## config.mk

```make
export PLATFORM = sky130hd
export DESIGN_NAME = runner
export DESIGN_NICKNAME = d
export VERILOG_FILES = /design/src/rtl/runner.sv
export SDC_FILE = /design/constraint.sdc
export NUM_CORES = 1
export LEC_CHECK = 0
export ABC_AREA = 1
export CELL_PAD_IN_SITES_DETAIL_PLACEMENT = 0
export CELL_PAD_IN_SITES_GLOBAL_PLACEMENT = 1
export CORE_ASPECT_RATIO = 1.25
export CORE_MARGIN = 4
export CORE_UTILIZATION = 38
export CTS_CLUSTER_DIAMETER = 60
export DETAILED_ROUTE_END_ITERATION = 16
export GPL_TIMING_DRIVEN = 0
export PLACE_DENSITY_LB_ADDON = 0.1
export SYNTH_ARGS = -nofsm -noshare
export SYNTH_HDL_FRONTEND = slang
export SYNTH_SLANG_ARGS = --single-unit
```

## constraint.sdc

```tcl
create_clock -name clk -period 9.6 [get_ports clk]
set_input_delay 1.92 -clock clk [delete_from_list [all_inputs] [get_ports clk]]
set_output_delay 1.92 -clock clk [all_outputs]
set_load 0.01 [all_outputs]
```

## src/rtl/runner.sv

```systemverilog
// runner_pkg / runner
//
// Player controller for the runner game. It holds the T-rex jump and duck
// physics and the run/duck animation frame. All state advances only on the
// one-cycle frame tick 'update'. The T-rex sprite and its screen position are
// published in render slot 0. Every other render slot is held empty.
//
// Ports
//   clk      in   system clock
//   rst      in   synchronous, active-high reset
//   update   in   one-cycle frame tick
//   jumping  in   jump key level, sampled on update
//   ducking  in   duck key level, sampled on update
//   sprite   out  sprite id per render slot (slot 0 = trex, others NONE)
//   pos      out  pos[i][0] = x, pos[i][1] = y, pixels, top-left origin
//
// The vertical position and velocity are signed 16-bit values with 4
// fractional bits (units of 1/16 px). Sprite and position outputs are
// registered, so they change one cycle after the update that causes them.
//
// state   | meaning
// --------+----------------------------------------------------------
// IDLE    | standing on the ground before the first jump
// RUNNING | on the ground, running animation
// JUMPING | airborne, physics integrated once per update
// DUCKING | on the ground, duck key held, shorter sprite drawn lower

package runner_pkg;
    localparam int RENDER_SLOTS = 4;

    typedef enum logic [2:0] {
        NONE,
        TREX_STANDING,
        TREX_JUMPING,
        TREX_RUNNING_1,
        TREX_RUNNING_2,
        TREX_DUCKING_1,
        TREX_DUCKING_2
    } sprite_t;
endpackage

module runner
    import runner_pkg::*;
#(
    parameter int X_POS       = 50,
    parameter int GROUND_Y    = 93,
    parameter int DUCK_DY     = 17,
    parameter int MIN_JUMP    = 30,
    parameter int MAX_JUMP_Y  = 30,
    parameter int ANIM_FRAMES = 5
) (
    input  logic        clk,
    input  logic        rst,
    input  logic        update,
    input  logic        jumping,
    input  logic        ducking,
    output sprite_t     sprite [RENDER_SLOTS],
    output logic [10:0] pos    [RENDER_SLOTS][2]
);

    typedef enum logic [1:0] {IDLE, RUNNING, JUMPING, DUCKING} state_t;

    localparam logic signed [15:0] GROUND_FX = 16'(GROUND_Y * 16);
    localparam logic signed [15:0] MIN_LINE  = 16'(GROUND_Y - MIN_JUMP);
    localparam logic signed [15:0] MAX_LINE  = 16'(MAX_JUMP_Y);
    localparam logic signed [15:0] JUMP_VEL  = -16'sd160;
    localparam logic signed [15:0] DROP_VEL  = -16'sd80;
    localparam logic signed [15:0] DUCK_VEL  = 16'sd16;
    localparam logic signed [15:0] GRAV      = 16'sd10;
    localparam logic signed [15:0] GRAV_FAST = 16'sd30;
    localparam logic [2:0]         CNT_LAST  = 3'(ANIM_FRAMES - 1);

    state_t             state, state_nx;
    logic signed [15:0] y_fx, y_nx;
    logic signed [15:0] vel_fx, vel_nx;
    logic               rmin, rmin_nx;
    logic               sdrop, sdrop_nx;
    logic [2:0]         cnt, cnt_nx;
    logic               frame, frame_nx;
    sprite_t            spr_q, spr_nx;
    logic [10:0]        ypx_q, ypx_nx;

    logic signed [15:0] y_tmp;
    logic signed [15:0] vel_tmp;
    logic signed [15:0] ypx_tmp;
    logic               rmin_tmp;

    always_ff @(posedge clk) begin
        if (rst) begin
            state  <= IDLE;
            y_fx   <= GROUND_FX;
            vel_fx <= '0;
            rmin   <= 1'b0;
            sdrop  <= 1'b0;
            cnt    <= '0;
            frame  <= 1'b0;
            spr_q  <= TREX_STANDING;
            ypx_q  <= 11'(GROUND_Y);
        end else begin
            state  <= state_nx;
            y_fx   <= y_nx;
            vel_fx <= vel_nx;
            rmin   <= rmin_nx;
            sdrop  <= sdrop_nx;
            cnt    <= cnt_nx;
            frame  <= frame_nx;
            spr_q  <= spr_nx;
            ypx_q  <= ypx_nx;
        end
    end

    always_comb begin
        state_nx = state;
        y_nx     = y_fx;
        vel_nx   = vel_fx;
        rmin_nx  = rmin;
        sdrop_nx = sdrop;
        cnt_nx   = cnt;
        frame_nx = frame;
        y_tmp    = y_fx;
        vel_tmp  = vel_fx;
        ypx_tmp  = y_fx >>> 4;
        rmin_tmp = rmin;

        if (update) begin
            case (state)
                IDLE: begin
                    if (jumping) begin
                        state_nx = JUMPING;
                        vel_nx   = JUMP_VEL;
                    end
                end
                RUNNING, DUCKING: begin
                    if (jumping) begin
                        state_nx = JUMPING;
                        vel_nx   = JUMP_VEL;
                    end else if ((state == RUNNING) == ducking) begin
                        // Switching between running and ducking restarts the animation.
                        state_nx = ducking ? DUCKING : RUNNING;
                        cnt_nx   = '0;
                        frame_nx = 1'b0;
                    end else if (cnt == CNT_LAST) begin
                        cnt_nx   = '0;
                        frame_nx = ~frame;
                    end else begin
                        cnt_nx   = cnt + 3'd1;
                    end
                end
                JUMPING: begin
                    y_tmp    = y_fx + vel_fx;
                    vel_tmp  = vel_fx + (sdrop ? GRAV_FAST : GRAV);
                    ypx_tmp  = y_tmp >>> 4;
                    rmin_tmp = rmin | (ypx_tmp <= MIN_LINE);
                    // Too high, or the key was released after the minimum height:
                    // limit the upward speed so the jump tops out sooner.
                    if ((ypx_tmp < MAX_LINE) || (rmin_tmp && !jumping)) begin
                        if (vel_tmp < DROP_VEL) vel_tmp = DROP_VEL;
                    end
                    // Ducking in the air kicks the trex downward once per jump.
                    if (ducking && !sdrop) begin
                        sdrop_nx = 1'b1;
                        vel_tmp  = DUCK_VEL;
                    end
                    if (y_tmp >= GROUND_FX) begin
                        y_nx     = GROUND_FX;
                        vel_nx   = '0;
                        rmin_nx  = 1'b0;
                        sdrop_nx = 1'b0;
                        cnt_nx   = '0;
                        frame_nx = 1'b0;
                        state_nx = ducking ? DUCKING : RUNNING;
                    end else begin
                        y_nx     = y_tmp;
                        vel_nx   = vel_tmp;
                        rmin_nx  = rmin_tmp;
                    end
                end
                default: state_nx = IDLE;
            endcase
        end
    end

    always_comb begin
        spr_nx = TREX_STANDING;
        case (state_nx)
            IDLE:    spr_nx = TREX_STANDING;
            JUMPING: spr_nx = TREX_JUMPING;
            RUNNING: spr_nx = frame_nx ? TREX_RUNNING_2 : TREX_RUNNING_1;
            DUCKING: spr_nx = frame_nx ? TREX_DUCKING_2 : TREX_DUCKING_1;
            default: spr_nx = TREX_STANDING;
        endcase
        // y_fx stays within 0..GROUND_FX, so bits [14:4] hold the floored pixel row.
        ypx_nx = y_nx[14:4] + ((state_nx == DUCKING) ? 11'(DUCK_DY) : 11'd0);
    end

    always_comb begin
        for (int i = 0; i < RENDER_SLOTS; i++) begin
            sprite[i] = NONE;
            pos[i][0] = '0;
            pos[i][1] = '0;
        end
        sprite[0] = spr_q;
        pos[0][0] = 11'(X_POS);
        pos[0][1] = ypx_q;
    end

endmodule

```

==> impl_metrics.toml, run 1 <==
[clock_network]
hold_buffers = 0
h-tree-depth = 2
clkSinkCount = 52
cts_tree = "yes"
cts_made_buffers = 5
cts_buffer_depth = 2
cts_root_buf = "clkbuf_16"
clk_pin_slew_ps = 70
cts_setup_buffers = 0
post_cts_resize_count = 0
clk_latency_ps = 290

[sta]
fin_worst_skew_ps = 8.31
fin_tns_setup_ps = 0
post-route-period-util = 0.538
report.final.slew_viol_count = 0
rsz0062_at_grt = "false"
final_hold_viol_count = 0
max_slew.worst_pin.slew_ps = 668
setup_viol_count_final = 0
slew_headroom = 0.555
fmax_mhz = 194
fin_crit_ps = 5160

[place]
place_hpwl_mm = 8.86
placed_area_um2 = 4970
place_congestion = 0.862
port-buffer-count = 18

[routing]
routed.top_layer = "met4"
drt-met1-wl_mm = 4.49
wl_per_cell_um = 11.7
via_count = 3978
ant_nets = 0
drtIter0Drc = 180
met2WireLength_mm = 5.22
dr_wl_met3_um = 656
drt_first_pass_iters = 5
wl_mm = 10.7
drc_errors = 0
drt-vias-per-instance = 4.34

[global_routing]
grt_max_degree = 16
grt_pass1_vias = 3694
antenna_found_initial = 0
overflow = 0
grt_usage = 0.167
grt_pass1_wl_mm = 17.4

[yosys]
ys_seq_area_frac = 0.242
synth.top_cells.by_area = "dfxtp_1, nand2_1, buf_4, inv_1, ha_1"
synth_warnings = 0
synth_area_um2 = 4310
postSynthCellCount = 671
async_flop_share = 0
synth_edf_count = 0
synth_common_cells = "nand2_1, buf_4, inv_1"
avgSynthCellArea_um2 = 6.42
synth_most_common_cell = "nand2_1"
synth_flop_cell = "dfxtp_1"
yosysTopAreaCell = "dfxtp_1"
ys_ff_latch = 52
synth_cell_types = 38
yosysTopAreaCellShare = 0.242

[die]
start_util = 0.389
die_y_um = 127
rows = 43
ios = 105
die_area_um2 = 13100
coreArea_um2 = 11100
die_width_um = 103

[hold_path]
min_path_type = "reg -> reg"

[power]
p_clk_frac = 0.315
p_int_mw = 0.395
pwr-share-comb = 0.287
finalPower_mw = 0.591
seqPwrFrac = 0.398
p_leak_nw = 2.78
p_sw_frac = 0.332
p_switching_mw = 0.196
vdd_ir_drop_max_mv = 0.0908
power_density_nw_per_um2 = 115

[critical_path]
arrival_ps = 5350
crit_path_start_kind = "input pin"
crit_type = "in -> reg"
critPathCaptureType = "flip-flop"
cp_max_fo = 10
critical_path_required_ps = 9780

[layout]
areaGrowthSynthToFinish_pct = 18.9
drive_gt1_frac = 0.173
diodes = 0
fin_nets = 809
postLayoutCellArea_um2 = 5120

[run_status]
outcome = "finished clean"

[flow_run]
cap_violations = 0
[cell usage in the layout (no fill, tap or decap), types with 5 or more instances in the layout]
cell and n:
nand2_1 177, buf_4 86, conb_1 86, inv_1 81, nor2_1 56, dfxtp_1 52, a21oi_1 39, nand3_1 37
o21ai_0 25, ha_1 23, clkdlybuf4s50_1 18, nand2_2 17, clkbuf_1 9, xnor2_1 8, xor2_1 7, or2_2 6
clkbuf_16 5
[state kept, by name (all words and copies together), names as in the netlist, 2 cells and up]
register and flops:
vel_fx 15, y_fx 15, ypx_q 11, cnt 3, spr_q 3, state 2
[power groups by stage]
stage	clock network [mW]	logic [mW]	registers, mW
4_1_cts	0.192	0.169	0.236
6_report	0.186	0.169	0.235
5_1_grt	0.199	0.193	0.237
3_3_place_gp	0	0.167	0.240
3_5_place_dp	0	0.168	0.240
2_1_floorplan	0	0.134	0.237
[final cells by class]
class	instances	area, um^2
timing repair buffer	18	180
inverter	86	323
tap	135	169
fill	1197	5960
sequential	52	1040
multi-input combinational	521	2570
clock inverter	1	7.51
buffer	96	686
clock buffer	7	143
[worst paths after layout]
kind              from       end  slack (ps)  cells after the start
min reg2reg    y_fx[3]   y_fx[3]         480                      2
max             update  ypx_q[8]        4440                     19
max reg2reg  vel_fx[9]  ypx_q[8]        5860                     25
min            y_fx[3]   y_fx[3]         480                      2
[metal layers]
metal	GRT usage	vias up
li1	-	2145
met1	0.203	1681
met2	0.292	131
met3	0.0295	21
met4	0.0564	0
met5	0	-
[metrics by stage]
| stage | setup WS, ps | util | hold WS (ps) | std cells |
|---|---|---|---|---|
| 2_1_floorplan | 5460 | - | 450 | 755 |
| 3_3_place_gp | 4110 | 0.449 | 457 | 908 |
| 3_5_place_dp | 4120 | 0.449 | 463 | 908 |
| 4_1_cts | 4400 | 0.462 | 474 | 916 |
| 5_1_grt | 3900 | 0.462 | 514 | 916 |
| 6_report | 4440 | 0.462 | 478 | 916 |
[kinds of logic (layout without fill, tap and decap cells)]
logic type | Yosys count | after routing | synth area share
simple gates | 319 | 319 | 0.323
other cells | 2 | 86 | 0.00174
flops | 52 | 52 | 0.242
fa+ha+maj | 24 | 24 | 0.0715
compound gates | 77 | 77 | 0.0976
xor+xnor | 15 | 15 | 0.0305
buf+inv | 182 | 208 | 0.234
[critical path: stages]
cell	delay, ps
clkdlybuf4s50_1	550
inv_1	110
nor2_1	440
clkinv_1	340
clkbuf_1	350
o31ai_1	140
o21ai_0	110
o221ai_1	140
nand2_1	80
inv_1	110
ha_1	230
ha_1	240
nand2_1	90
nor2_1	90
nand2_1	80
nand2_1	90
nand2_1	70
nor2_1	110
a21oi_2	40
No activity file was read; power rests on OpenSTA's default activity.
==> inputs of run 2 (changes only) <==
Settings changed: CORE_UTILIZATION 38 to 35.
Clock period 9.6 ns to 5 ns, I/O delays scaled along.
==> impl_metrics.toml, run 2 (synthesis gave the netlist of run 1 again) <==
[routing]
wl_mm = 11.0
drt-vias-per-instance = 4.17
via_count = 3936
drt_first_pass_iters = 4
ant_nets = 0
drtIter0Drc = 128
wl_per_cell_um = 11.7
drc_errors = 0

[clock_network]
cts_setup_buffers = 0
clk_latency_ps = 290
cts_made_buffers = 5
cts_tree = "yes"
h-tree-depth = 2
cts_buffer_depth = 2
clk_pin_slew_ps = 60
post_cts_resize_count = 0
cts_root_buf = "clkbuf_16"
clkSinkCount = 52
hold_buffers = 0

[die]
die_y_um = 132
die_area_um2 = 14200
ios = 105
coreArea_um2 = 12100
die_width_um = 107
rows = 45
start_util = 0.356

[power]
p_switching_mw = 0.374
vdd_ir_drop_max_mv = 0.170
p_clk_frac = 0.329
p_leak_nw = 2.78
seqPwrFrac = 0.390
p_sw_frac = 0.321
finalPower_mw = 1.16
pwr-share-comb = 0.281
power_density_nw_per_um2 = 225
p_int_mw = 0.789

[critical_path]
crit_path_start_kind = "input pin"
crit_type = "in -> reg"
critical_path_required_ps = 5190
cp_max_fo = 10
cp_common_cell = "nand2_1"
critPathCaptureType = "flip-flop"
r2r_cells = 25
arrival_ps = 4470
cpMaxStageDelayCell = "clkdlybuf4s50_1"
cp_cell_sequence = "clkdlybuf4s50_1, inv_1, nor2_1, clkinv_1, clkbuf_1, o31ai_1, o21ai_0, o221ai_1, nand2_1, inv_1, ha_1, ha_1, nand2_1, nor2_1, nand2_1, nand2_1, nand2_1, nor2_1, a21oi_2"
critPathMaxStageDelay_ps = 550

[sta]
fin_worst_skew_ps = 8.35
fin_tns_setup_ps = 0
report.final.slew_viol_count = 0
final_hold_viol_count = 0
slew_headroom = 0.566
fmax_mhz = 233
setup_viol_count_final = 0
rsz0062_at_grt = "false"
fin_crit_ps = 4290
max_slew.worst_pin.slew_ps = 651
post-route-period-util = 0.857

[layout]
layout.cells.most_common_list = "nand2_1, buf_4, conb_1"
areaGrowthSynthToFinish_pct = 19.9
largestRegisters = "vel_fx (15), y_fx (15), ypx_q (11)"
drive_gt1_frac = 0.172
diodes = 0
fin_nets = 809
final_common_cell = "nand2_1"

[place]
port-buffer-count = 18
place_hpwl_mm = 9.09
place_congestion = 0.880

[run_status]
outcome = "finished clean"

[hold_path]
hold_path_depth = 2
min_path_type = "reg -> reg"

[global_routing]
antenna_found_initial = 0
grt_pass1_wl_mm = 17.7
grt_max_degree = 15
grt_usage = 0.156
overflow = 0
grt_pass1_vias = 3627

[flow_run]
cap_violations = 0
==> run 2: power groups by stage <==
stage / Combinational [mW] / Clock, mW / Sequential (mW)
floorplan: 0.258 / 0 / 0.455
global placement: 0.322 / 0 / 0.462
detailed placement: 0.323 / 0 / 0.462
CTS: 0.324 / 0.397 / 0.453
global route: 0.370 / 0.404 / 0.455
finish: 0.327 / 0.383 / 0.453
==> run 2: path summary, 6_finish.rpt <==
path,start,to,slack (ps)
worst min-delay path,y_fx[2],y_fx[2],480
worst max-delay path,update,ypx_q[8],710
worst max register to register,vel_fx[9],ypx_q[8],1170
worst min register to register,y_fx[2],y_fx[2],480
==> run 2: stage by stage <==
stage,cell area (um^2),hold slack (ps),cells,utilization,setup slack (ps)
final,5160,481,943,0.426,714
after global routing,5160,506,943,0.426,322
after CTS,5160,480,943,0.426,657
after floorplan,4620,450,755,-,1780
after global placement,5010,457,937,0.414,394
after detailed placement,5010,469,937,0.414,387
==> run 2: worst max-delay path, delay by kind of cell <==
| kind | cells | cell delay (ps) |
|---|---|---|
| adder cells (fa/ha/maj) | 2 | 470 |
| AND/OR/NAND/NOR | 8 | 1050 |
| AO/OA/AOI/OAI | 4 | 470 |
| buffers and inverters | 5 | 1470 |
==> run 2: layout make-up <==
cell class | instances | area [um^2]
Fill cell | 1303 | 6940
Multi-Input combinational cell | 521 | 2570
Sequential cell | 52 | 1040
Buffer | 96 | 686
Inverter | 86 | 323
Tap cell | 164 | 205
Timing Repair Buffer | 18 | 180
Clock buffer | 5 | 125
Clock inverter | 1 | 30.0
==> run 2: layer usage <==
metal / vias to the layer above / part of all wire / track usage
met1: 1703 / 0.44 / 0.187
met3: 5 / 0.048 / 0.0235
met4: 0 / 0.0093 / 0.0320
li1: 2144 / - / -
met5: - / 0 / 0
met2: 84 / 0.51 / 0.291
==> inputs of run 3 (changes only) <==
Settings changed: CORE_ASPECT_RATIO 1.25 to 0.75.
==> impl_metrics.toml, run 3 (synthesis gave the netlist of run 1 again) <==
[routing]
wl_per_cell_um = 11.6
drtIter0Drc = 149
via_count = 3939
ant_nets = 0
wl_mm = 11.0
drt-vias-per-instance = 4.18
drt_first_pass_iters = 5
drc_errors = 0

[critical_path]
r2r_cells = 25
r2r-start = "vel_fx[9]"
arrival_ps = 4520
cp_max_fo = 10
critPathCaptureType = "flip-flop"
critPathMaxStageDelay_ps = 560
path_delay_family = "buffers and inverters"
crit_buf_inv = 5
cpMaxStageDelayCell = "clkdlybuf4s50_1"
crit_type = "in -> reg"
r2r_setup_slack_ps = 1260
cp_common_cell = "nand2_1"
cp_cell_sequence = "clkdlybuf4s50_1, inv_1, nor2_1, clkinv_1, clkbuf_1, o31ai_1, o21ai_0, o221ai_1, nand2_1, inv_1, ha_1, ha_1, nand2_1, nor2_1, nand2_1, nand2_1, nand2_1, nor2_1, a21oi_2"
critPathLaunch = "update"
crit_path_start_kind = "input pin"
r2r_end = "ypx_q[8]"
critical_path_required_ps = 5200

[global_routing]
gr-max-usage-layer = "met2"
gr-usage-met2 = 0.250
use_met3 = 0.0387
grt_pass1_vias = 3725
grt_usage = 0.160
antenna_found_initial = 0
overflow = 0
use_met1 = 0.219
grt_pass1_wl_mm = 18.0
grt_max_degree = 18

[sta]
rsz0062_at_grt = "false"
fin_worst_skew_ps = 6.91
fin_tns_setup_ps = 0
slew_headroom = 0.527
fmax_mhz = 231
setup_viol_count_final = 0
fin_ws_ps = 673
post-route-period-util = 0.865
final_hold_viol_count = 0
max_slew.worst_pin.slew_ps = 710
report.final.slew_viol_count = 0
fin_crit_ps = 4330

[clock_network]
cts_buffer_depth = 2
post_cts_resize_count = 0
cts_made_buffers = 5
cts_root_buf = "clkbuf_16"
clkSinkCount = 52
h-tree-depth = 2
cts_tree = "yes"
hold_buffers = 0
clk_pin_slew_ps = 70
clk_latency_ps = 300
cts_setup_buffers = 0

[hold_path]
hold_path_depth = 2
min_path_type = "reg -> reg"
hold_end = "y_fx[3]"
worstHoldStart = "y_fx[3]"

[layout]
drive_gt1_frac = 0.174
fin_cells = 943
post-route-util = 0.436
areaGrowthSynthToFinish_pct = 19.6
diodes = 0
layout.cells.most_common_list = "nand2_1, buf_4, conb_1"
fin_nets = 809
final_common_cell = "nand2_1"
largestRegisters = "vel_fx (15), y_fx (15), ypx_q (11)"

[die]
ios = 105
die_y_um = 104
die_area_um2 = 14200
die_width_um = 136
coreArea_um2 = 11800
start_util = 0.364
rows = 34

[flow_run]
cap_violations = 0

[place]
placed_cells_incl_taps = 935
place_hpwl_mm = 9.05
place_congestion = 0.864
place_ws_ps = 361
port-buffer-count = 18

[power]
finalPower_mw = 1.14
vdd_ir_drop_max_mv = 0.164
p_leak_nw = 2.78
power_density_nw_per_um2 = 220

[run_status]
outcome = "finished clean"
run 3: cell count changes in the layout (fill, tap and decap cells not counted), sizes merged:
| cell | change |
|---|---|
| bufinv | -1 |
| clkinv | +2 |
| inv | +1 |
run 3: worst max-delay path by stage:
stage / slack (ps) / cells after the start / endpoint
final: 670 / 19 / ypx_q[8]
after global routing: 270 / 19 / ypx_q[6]
after CTS: 640 / 19 / ypx_q[6]
after detailed placement: 360 / 19 / ypx_q[6]
after global placement: 420 / 19 / ypx_q[8]
after floorplan: 1780 / 18 / ypx_q[8]
run 3: layout make-up:
type	count	area [um^2]
fill	1268	6670
multi-input combinational	521	2570
sequential	52	1040
buffer	96	686
inverter	86	323
tap	162	203
timing repair buffer	18	180
clock buffer	5	125
clock inverter	3	22.5
run 3: layer usage:
layer | wire length, um | vias to the layer above
li1 | - | 2144
met1 | 5420 | 1698
met2 | 4610 | 84
met3 | 802 | 13
met4 | 153 | 0
met5 | 0 | -
run 3: per-stage QoR:
stage,cell area [um^2],hold WS (ps)
after global placement,5000,458
after global routing,5150,496
after CTS,5150,478
after detailed placement,5000,467
after floorplan,4620,450
final,5150,476
run 3: power breakdown:
part	total (mW)	internal [mW]	switching, mW
logic	0.330	0.127	0.203
registers	0.451	0.432	0.0189
clock network	0.355	0.188	0.167
total	1.14	0.746	0.389
run 3: worst min-delay path: cells and delay by family, from the launching register on:
family          cells  cell delay [ps]
flops               1              320
simple gates        1               60
compound gates      1               50
